===== src/rtl/instr_prefetch_queue_if.sv =====
// instr_prefetch_queue_if: fetch bus, redirect and core-facing instruction stream of the prefetch queue
interface instr_prefetch_queue_if;
  logic        mem_req;
  logic [31:0] mem_addr;
  logic        mem_gnt;
  logic        mem_rvalid;
  logic [31:0] mem_rdata;
  logic        redirect;
  logic [31:0] redirect_pc;
  logic        instr_valid;
  logic [31:0] instr;
  logic [31:0] instr_pc;
  logic        instr_ready;
  modport master (
    output mem_req, mem_addr, instr_valid, instr, instr_pc,
    input  mem_gnt, mem_rvalid, mem_rdata, redirect, redirect_pc, instr_ready
  );
  modport slave (
    input  mem_req, mem_addr, instr_valid, instr, instr_pc,
    output mem_gnt, mem_rvalid, mem_rdata, redirect, redirect_pc, instr_ready
  );
endinterface


===== src/rtl/instr_prefetch_queue.sv =====
// instr_prefetch_queue: in-order instruction prefetcher with credit-limited FIFO and redirect flush
module instr_prefetch_queue #(
  parameter int          DEPTH    = 4,
  parameter logic [31:0] RESET_PC = 32'h0000_0000
) (
  input logic clock,
  input logic reset_,
  instr_prefetch_queue_if.master bus
);
  localparam int CW = $clog2(DEPTH + 1);
  localparam int AW = $clog2(DEPTH);
  typedef enum logic {FETCH, FLUSH} state_t;
  state_t        state, state_nxt;
  logic [CW-1:0] count, outstanding, drop_cnt, out_nxt;
  logic [CW:0]   inflight;
  logic [31:0]   fetch_pc, resp_pc, target;
  logic [AW-1:0] rd_ptr, wr_ptr;
  logic [31:0]   pc_mem   [DEPTH];
  logic [31:0]   data_mem [DEPTH];
  logic          accept, rsp, drop, push, pop;
  function automatic logic [AW-1:0] inc(input logic [AW-1:0] p);
    return (p == AW'(DEPTH - 1)) ? '0 : p + AW'(1);
  endfunction
  assign inflight        = {1'b0, count} + {1'b0, outstanding};
  assign target          = {bus.redirect_pc[31:2], 2'b00};
  // Credits cover both buffered and in-flight words, so a push can never meet a full FIFO
  assign bus.mem_req     = reset_ && state == FETCH && !bus.redirect && inflight < (CW+1)'(DEPTH);
  assign bus.mem_addr    = fetch_pc;
  assign bus.instr_valid = count != '0;
  assign bus.instr       = bus.instr_valid ? data_mem[rd_ptr] : '0;
  assign bus.instr_pc    = bus.instr_valid ? pc_mem[rd_ptr] : '0;
  always_comb begin
    accept    = bus.mem_req & bus.mem_gnt;
    rsp       = bus.mem_rvalid & (outstanding != '0);
    drop      = rsp & (drop_cnt != '0);
    push      = rsp & !drop & !bus.redirect;
    pop       = bus.instr_valid & bus.instr_ready & !bus.redirect;
    out_nxt   = outstanding + CW'(accept) - CW'(rsp);
    state_nxt = bus.redirect ? (out_nxt != '0 ? FLUSH : FETCH)
              : (state == FLUSH && drop && drop_cnt == CW'(1)) ? FETCH : state;
  end
  always_ff @(posedge clock or negedge reset_)
    if (!reset_) state <= FETCH;
    else state <= state_nxt;
  always_ff @(posedge clock or negedge reset_)
    if (!reset_) begin
      count       <= '0;
      outstanding <= '0;
      drop_cnt    <= '0;
      fetch_pc    <= RESET_PC;
      resp_pc     <= RESET_PC;
      rd_ptr      <= '0;
      wr_ptr      <= '0;
    end else begin
      outstanding <= out_nxt;
      if (bus.redirect) begin
        count    <= '0;
        rd_ptr   <= '0;
        wr_ptr   <= '0;
        fetch_pc <= target;
        resp_pc  <= target;
        drop_cnt <= out_nxt;
      end else begin
        count <= count + CW'(push) - CW'(pop);
        if (push) begin
          wr_ptr  <= inc(wr_ptr);
          resp_pc <= resp_pc + 32'd4;
        end
        if (pop) rd_ptr <= inc(rd_ptr);
        if (accept) fetch_pc <= fetch_pc + 32'd4;
        if (drop) drop_cnt <= drop_cnt - CW'(1);
      end
    end
  always_ff @(posedge clock)
    if (push) begin
      pc_mem[wr_ptr]   <= resp_pc;
      data_mem[wr_ptr] <= bus.mem_rdata;
    end
endmodule


===== src/flat_wrapper.sv =====
// flat-port wrapper written by rule: the top's interface ports become plain ports
module instr_prefetch_queue_flat 
#(
  parameter int          DEPTH    = 4,
  parameter logic [31:0] RESET_PC = 32'h0000_0000
)
  (clock, reset_, bus_mem_req, bus_mem_addr, bus_instr_valid, bus_instr, bus_instr_pc, bus_mem_gnt, bus_mem_rvalid, bus_mem_rdata, bus_redirect, bus_redirect_pc, bus_instr_ready);
  instr_prefetch_queue_if bus_i ();
  input logic clock;
  input logic reset_;
  output wire logic [$bits(bus_i.mem_req)-1:0] bus_mem_req;
  output wire logic [$bits(bus_i.mem_addr)-1:0] bus_mem_addr;
  output wire logic [$bits(bus_i.instr_valid)-1:0] bus_instr_valid;
  output wire logic [$bits(bus_i.instr)-1:0] bus_instr;
  output wire logic [$bits(bus_i.instr_pc)-1:0] bus_instr_pc;
  input wire logic [$bits(bus_i.mem_gnt)-1:0] bus_mem_gnt;
  input wire logic [$bits(bus_i.mem_rvalid)-1:0] bus_mem_rvalid;
  input wire logic [$bits(bus_i.mem_rdata)-1:0] bus_mem_rdata;
  input wire logic [$bits(bus_i.redirect)-1:0] bus_redirect;
  input wire logic [$bits(bus_i.redirect_pc)-1:0] bus_redirect_pc;
  input wire logic [$bits(bus_i.instr_ready)-1:0] bus_instr_ready;
  assign bus_mem_req = bus_i.mem_req;
  assign bus_mem_addr = bus_i.mem_addr;
  assign bus_instr_valid = bus_i.instr_valid;
  assign bus_instr = bus_i.instr;
  assign bus_instr_pc = bus_i.instr_pc;
  assign bus_i.mem_gnt = bus_mem_gnt;
  assign bus_i.mem_rvalid = bus_mem_rvalid;
  assign bus_i.mem_rdata = bus_mem_rdata;
  assign bus_i.redirect = bus_redirect;
  assign bus_i.redirect_pc = bus_redirect_pc;
  assign bus_i.instr_ready = bus_instr_ready;
  instr_prefetch_queue #(.DEPTH(DEPTH), .RESET_PC(RESET_PC)) u_core (.clock(clock), .reset_(reset_), .bus(bus_i));
endmodule

===== config.mk =====
export PLATFORM = sky130hd
export DESIGN_NAME = instr_prefetch_queue_flat
export DESIGN_NICKNAME = d
export VERILOG_FILES = /design/src/rtl/instr_prefetch_queue_if.sv /design/src/rtl/instr_prefetch_queue.sv /design/src/flat_wrapper.sv
export SDC_FILE = /design/constraint.sdc
export NUM_CORES = 1
export LEC_CHECK = 0
export CAP_MARGIN = 20
export CELL_PAD_IN_SITES_DETAIL_PLACEMENT = 1
export CELL_PAD_IN_SITES_GLOBAL_PLACEMENT = 2
export CORE_ASPECT_RATIO = 1.2
export CORE_MARGIN = 4
export CORE_UTILIZATION = 32
export CTS_CLUSTER_SIZE = 28
export DETAILED_ROUTE_END_ITERATION = 6
export MAX_ROUTING_LAYER = met4
export PLACE_DENSITY_LB_ADDON = 0.1
export SLEW_MARGIN = 20
export SYNTH_ARGS = -nofsm -noshare
export SYNTH_HDL_FRONTEND = slang
export SYNTH_SLANG_ARGS = --single-unit

===== constraint.sdc =====
create_clock -name clock -period 9.3 [get_ports clock]
set_input_delay 1.395 -clock clock [delete_from_list [all_inputs] [get_ports clock]]
set_output_delay 1.395 -clock clock [all_outputs]
set_load 0.02 [all_outputs]

==> summary.md, run 1 <==
| Metric | Value |
|---|---|
| Status | `finished clean` |
| Critical path peak fanout | `46` |
| CTS root buffer | `clkbuf_16` |
| Critical-path cell list | `buf_4 -> mux4_2 -> and2_1 -> clkdlybuf4s50_1` |
| Most frequent cell after synthesis | `edfxtp_1` |
| Synth warn | `0` |
| Mean Syn Cell Area | `between 15 and 20 um^2` |
| Switching share of power | `around 30%` |
| Top delay family on crit path | `buffers and inverters` |
| DRC violation count after routing | `0` |
| Io pins | `168` |
| Clock-pin slew on the worst setup and hold paths | `around 60 ps` |
| FF-to-FF End | `u_core.state$_DFFE_PN0P_` |
| Cts bufs inserted | `36` |
| Synth area leaders | `edfxtp_1 54%, dfrtp_1 13%, mux4_2 10%` |
| Sequential fraction of the synthesis area | `67.6%` |
| Multi-input logic area | `4180 um^2` |
| Worst Skew | `17.0 ps` |
| Row count | `82` |
| Routed len/inst | `20.9 um` |
| H-tree depth | `2` |
| Max incr delay on CP | `840 ps` |
| Final setup violating endpoints | `0` |
| Top cells by count, synth | `248 x edfxtp_1, 74 x dfrtp_1, 66 x and2_1, 64 x nand2_1, 62 x mux4_2` |
| Cells after Synth | `865` |
| Min-Delay Path Class | `reg -> reg` |
| CTS Buffer Depth | `3` |
| Reg area | `just over 9000 um^2` |
| CP Data Required Time | `7910 ps` |
| Mapped Area | `13800 um^2` |
| Filler cell count | `4233` |
| First-pass GRT wire length | `between 50 and 60 mm` |
| Nets | `1125` |
| Overall routing resource usage | `around 15%` |
| NetSw | `0.00132 W` |
| Largest net degree at the start of global routing | `66` |
| Final core utilization | `40.6%` |
| Initial Utilization | `32.6%` |
| Clock power frac | `32.5%` |
| Slew @ Worst Pin | `1000 ps` |
| Final hold viol count | `0` |
| Main synth FF type | `edfxtp_1` |
| Slew HR | `33.3%` |
| Area grow syn2layout | `24.6%` |
| Max-slew violations | `0` |
| Hold Buf Count CTS | `0` |
| Crit path DAT | `3430 ps` |
| Gr ovfl total | `0` |
| Crit end category | `primary output` |
| CTS tree | `done` |
| Asr flop ratio synth | `23.0%` |
| Layout Cells excl Fill | `1611` |
| Max-cap viol count | `0` |
| HP Start | `u_core.bus.mem_addr[16]$_DFFE_PN0N_` |
| Number of global-route vias before repair | `8950` |
| LEAKAGE | `5.79 nW` |
| Combinational fraction of design power | `between 20% and 30%` |
| Hold depth | `1` |
| Die Y | `235 um` |
| Post-layout minimum cycle time | `approximately 4800 ps` |
| Power Density | `~260 nW/um^2` |
| Antenna-violating nets left | `0` |
| Setup tns final | `0 ps` |
| CTS resizes | `0` |
| Worst skew pair latency | `520 ps` |
| Number of enable flip-flop cells after synthesis | `248` |
| Post-detail-place hpwl | `20.6 mm` |
| WP buf/inv | `2` |
| Num Clock Sinks | `approximately 320` |
| Worst Reg-to-Reg Cells | `11` |
| Routed vias | `roughly 8k` |
| DRT Wirelength | `33.7 mm` |
| Die footprint | `between 40000 and 50000 um^2` |
| RSZ-0062 raised after global routing | `false` |
| Share of cells above drive strength 1 | `14.8%` |
| Synthesis-stage register bit count | `~320` |
| Core area | `~42000 um^2` |
| DR vias/cell | `around 4.9` |
| P_int | `approximately 0.0031 W` |
| Die X | `just under 200 um` |
| Peak supply drop | `approximately 0.00015 V` |
| Count of cell types in the netlist | `between 50 and 60` |
| Worst setup margin | `4470 ps` |
| Reg2Reg Setup Slack | `6350 ps` |
| Hold EP | `u_core.bus.mem_addr[16]$_DFFE_PN0N_` |
| Port bufs | `between 150 and 200` |
| Setup bufs post-CTS | `0` |
| Pre-CTS WS | `4830 ps` |
| Initial drt markers | `292` |
| Pre-antenna DRT Iters | `4` |
| Post-synth top area cell | `edfxtp_1` |
| Reg2reg start | `u_core.outstanding[1]$_DFF_PN0_` |
| GPL Wtd Cong | `0.721` |
| Final period util | `51.9%` |
| F_max | `about 0.21 GHz` |
| Synth top area share | `around 54%` |
| Crit path launch type | `flip-flop` |
| CP max stage cell | `buf_4` |
| N_diodes | `0` |
| WS Path Type | `reg -> out` |
| Reg power frac | `around two fifths` |
| Dpl cells | `around 1.5k` |
| Initial antenna violation count | `0` |
[how the worst max path moves through the flow]
stage,from,end,slack [ps],cells past startpoint
3_5_place_dp,u_core.rd_ptr[0]$_DFFE_PN0P_,bus_instr_pc[12],4830,4
6_report,u_core.rd_ptr[0]$_DFFE_PN0P_,bus_instr_pc[16],4470,4
5_1_grt,u_core.rd_ptr[0]$_DFFE_PN0P_,bus_instr_pc[12],4160,4
3_3_place_gp,u_core.rd_ptr[0]$_DFFE_PN0P_,bus_instr_pc[12],4800,4
4_1_cts,u_core.rd_ptr[0]$_DFFE_PN0P_,bus_instr_pc[12],4270,4
2_1_floorplan,bus_mem_rvalid,u_core.data_mem[0][0]$_DFFE_PP_,5340,4
[per-layer routing]
| metal | track usage [%] | vias up | share of wire, % |
|---|---|---|---|
| met2 | 24.2 | 151 | 48 |
| met1 | 20.0 | 4106 | 47 |
| met4 | 3.24 | 0 | 1.6 |
| met3 | 2.22 | 38 | 3.1 |
| li1 | - | 3676 | - |
| met5 | - | - | 0 |
[kinds of logic (layout without fill, tap and decap cells)]
family	after synthesis	after routing	share of synthesized area [%]
AOI/OAI and AO/OA	97	97	4.49
xor gates and xnor gates	35	35	2.23
adders and majority gates	18	18	1.75
buffers and inverters	61	258	2.13
DFF	322	322	67.6
muxes	67	67	10.6
other	1	4	0.0273
and+or+nand+nor	264	264	11.2
[layout by cell type, fill, tap and decap left out, drive strengths merged, types with 23 or more instances in the layout]
master and count:
nand4 27, o21ai 45, dfrtp 74, mux4 62, clkdlybuf4s50 159, nand3 25
xor2 23, nand2 64, edfxtp 248, and2 66, clkbuf 49
[registers in the layout (all words and copies together), names as in the netlist]
signal	count
u_core.bus.mem_addr	30
u_core.resp_pc	30
u_core.outstanding	3
u_core.pc_mem	120
u_core.rd_ptr	2
u_core.data_mem	128
u_core.drop_cnt	3
u_core.state	1
u_core.count	3
u_core.wr_ptr	2
[power by group through the flow]
stage	Clock, W	Combinational, W	Sequential, W
after global placement	0	0.00128	0.00178
after detailed placement	0	0.00128	0.00178
after CTS	0.00148	0.00128	0.00175
final	0.00144	0.00124	0.00175
after floorplan	0	0.000734	0.00175
after global routing	0.00155	0.00135	0.00177
[final cells by class]
class                           instances  area share (%)
Tap cell                              546            3.99
Multi-Input combinational cell        485            24.4
Clock inverter                         17            1.11
Clock buffer                           49            5.85
Sequential cell                       322            54.3
Timing Repair Buffer                  175            9.98
Inverter                               17           0.380
[stage by stage]
| step | power [W] | hold slack [ps] | area [um^2] |
|---|---|---|---|
| after floorplan | 0.00248 | 495 | 13800 |
| after CTS | 0.00452 | 582 | 17100 |
| after detailed placement | 0.00306 | 566 | 15900 |
| after global routing | 0.00467 | 605 | 17100 |
| final | 0.00443 | 572 | 17100 |
| after global placement | 0.00306 | 556 | 15900 |
Power figures use the tool's default switching activity.
==> run 2: changes to the inputs <==
==> constraint.sdc (replaced) <==
create_clock -name clock -period 4.9 [get_ports clock]
set_input_delay 0.735 -clock clock [delete_from_list [all_inputs] [get_ports clock]]
set_output_delay 0.735 -clock clock [all_outputs]
set_load 0.02 [all_outputs]
==> summary.md, run 2 (synthesis gave the netlist of run 1 again) <==
| Metric | Value |
|---|---|
| Max-slew violations | `0` |
| Setup bufs post-CTS | `0` |
| Core area | `42200 um^2` |
| Routed len/inst | `21.0 um` |
| Crit path DAT | `between 2000 and 3000 ps` |
| Area after DPL | `between 15000 and 20000 um^2` |
| Reg2reg start | `u_core.count[1]$_DFF_PN0_` |
| Gr ovfl total | `0` |
| Slew @ Worst Pin | `748 ps` |
| DR vias/cell | `4.94` |
| Commonest non-fill, non-tap cells in the layout | `248 x edfxtp_1, 159 x clkdlybuf4s50_1, 72 x dfrtp_1` |
| RSZ-0062 raised after global routing | `false` |
| Max reg flops | `approximately 130` |
| Final period util | `75.4%` |
| F_max | `0.271 GHz` |
| Setup tns final | `0 ps` |
| Worst Reg-to-Reg Cells | `11` |
| Die X | `~200 um` |
| First-pass GRT wire length | `54.0 mm` |
| Antenna-violating nets left | `0` |
| Row count | `82` |
| Reg power frac | `around 40%` |
| Power Density | `approximately 480 nW/um^2` |
| Worst Skew | `between 10 and 15 ps` |
| WS Path Type | `reg -> out` |
| Initial drt markers | `314` |
| CP startpoint | `u_core.count[1]$_DFF_PN0_` |
| Fin area | `17200 um^2` |
| Most common cell after layout, fill and taps aside | `edfxtp_1` |
| FF-to-FF End | `u_core.count[2]$_DFF_PN0_` |
| Clock-pin slew on the worst setup and hold paths | `approximately 60 ps` |
| Switching share of power | `about 30%` |
| Post-detail-place hpwl | `around 22 mm` |
| Layout Cells excl Fill | `~1.6k` |
| DRC violation count after routing | `0` |
| Dpl cells | `1553` |
| N_diodes | `0` |
| Crit path capture | `bus_instr_pc[17]` |
| Share of cells above drive strength 1 | `15.3%` |
| Worst skew pair latency | `520 ps` |
| CTS root buffer | `clkbuf_16` |
| Final setup violating endpoints | `0` |
| Crit end category | `primary output` |
| Io pins | `168` |
| Peak supply drop | `~0.00030 V` |
| CTS tree | `done` |
| Final hold viol count | `0` |
| Routed vias | `7979` |
| Num Clock Sinks | `322` |
| CTS resizes | `0` |
| Reg2Reg Setup Slack | `1950 ps` |
| DRT Wirelength | `34.0 mm` |
| LEAKAGE | `between 5 and 6 nW` |
| GPL Wtd Cong | `between 0.7 and 0.8` |
| Slew HR | `roughly 50%` |
| Status | `finished clean` |
| Crit path launch type | `flip-flop` |
| H-tree depth | `2` |
| CTS Buffer Depth | `3` |
| Min-Delay Path Class | `in -> async` |
| Top reg by flops | `u_core.data_mem` |
| Post-layout minimum cycle time | `3700 ps` |
| Critical path peak fanout | `34` |
| Final Power | `slightly above 0.008 W` |
| P_int | `approximately 0.0058 W` |
| Pre-antenna DRT Iters | `7` |
| Cts bufs inserted | `36` |
| Largest regs | `u_core.data_mem x128, u_core.pc_mem x120` |
| Max-cap viol count | `0` |
| Initial Utilization | `about a third` |
| Initial antenna violation count | `0` |
| Port bufs | `161` |
| Clock power frac | `31.7%` |
| Nets | `1133` |
| Number of global-route vias before repair | `9048` |
| Largest net degree at the start of global routing | `63` |
| CP Data Required Time | `4160 ps` |
| Overall routing resource usage | `approximately 15%` |
| Die footprint | `46400 um^2` |
| Combinational fraction of design power | `between 20% and 30%` |
| NetSw | `0.00249 W` |
| Area grow syn2layout | `25.4%` |
| Hold Buf Count CTS | `0` |
| Die Y | `235 um` |
run 2: cell count changes in the layout (fill, tap and decap cells not counted):
cell        previous run  this run
buf_12                 0         8
clkbuf_1              10         3
clkinv_1               4        10
clkbuf_8               1         3
inv_6                  2         0
bufinv_16              4         3
clkbuf_16             38        37
clkinv_2               7         6
clkinvlp_4             1         2
run 2: metal layers:
metal	GRT usage, %	part of all wire, %
met1	20.5	45
met2	24.7	49
met3	2.19	3.6
met4	3.70	1.9
met5	-	0
run 2: stage by stage:
| step | util, % | setup slack, ps | hold slack (ps) |
|---|---|---|---|
| final | 40.9 | 1200 | 342 |
| after global routing | 40.9 | 1030 | 385 |
| after CTS | 40.9 | 1090 | 374 |
| after detailed placement | 38.2 | 1660 | 569 |
| after global placement | 38.2 | 1680 | 560 |
| after floorplan | - | 1600 | 439 |
run 2: area by class of cell:
class	count	area [um^2]
multi-input combinational	485	4180
clock inverter	20	168
tap	546	683
clock buffer	43	978
timing repair buffer	183	1870
sequential	322	9300
fill	4250	24900
inverter	17	65.1
run 2: worst max-delay path, stage by stage (launching register included):
cell             delay (ps)
dfrtp_1                 440
or3_2                   810
buf_4                   380
and2_1                  190
clkdlybuf4s50_1         590
run 2: power groups by stage:
stage               sequential (W)  clock, W  combinational, W
floorplan                  0.00331         0           0.00139
detailed placement         0.00339         0           0.00244
finish                     0.00332   0.00263           0.00236
global placement           0.00338         0           0.00242
global route               0.00336   0.00285           0.00258
CTS                        0.00333   0.00274           0.00244
run 2: how the worst min path moves through the flow:
stage                                                    from                                  end  slack [ps]  cells past startpoint
after floorplan                                        reset_  u_core.bus.mem_addr[10]$_DFFE_PN0N_         440                      0
after global placement         u_core.drop_cnt[1]$_DFFE_PN0P_       u_core.drop_cnt[1]$_DFFE_PN0P_         560                      2
after detailed placement  u_core.bus.mem_addr[21]$_DFFE_PN0N_  u_core.bus.mem_addr[21]$_DFFE_PN0N_         570                      1
after CTS                                              reset_      u_core.outstanding[0]$_DFF_PN0_         370                      2
after global routing                                   reset_      u_core.outstanding[0]$_DFF_PN0_         390                      2
final                                                  reset_       u_core.drop_cnt[1]$_DFFE_PN0P_         340                      2
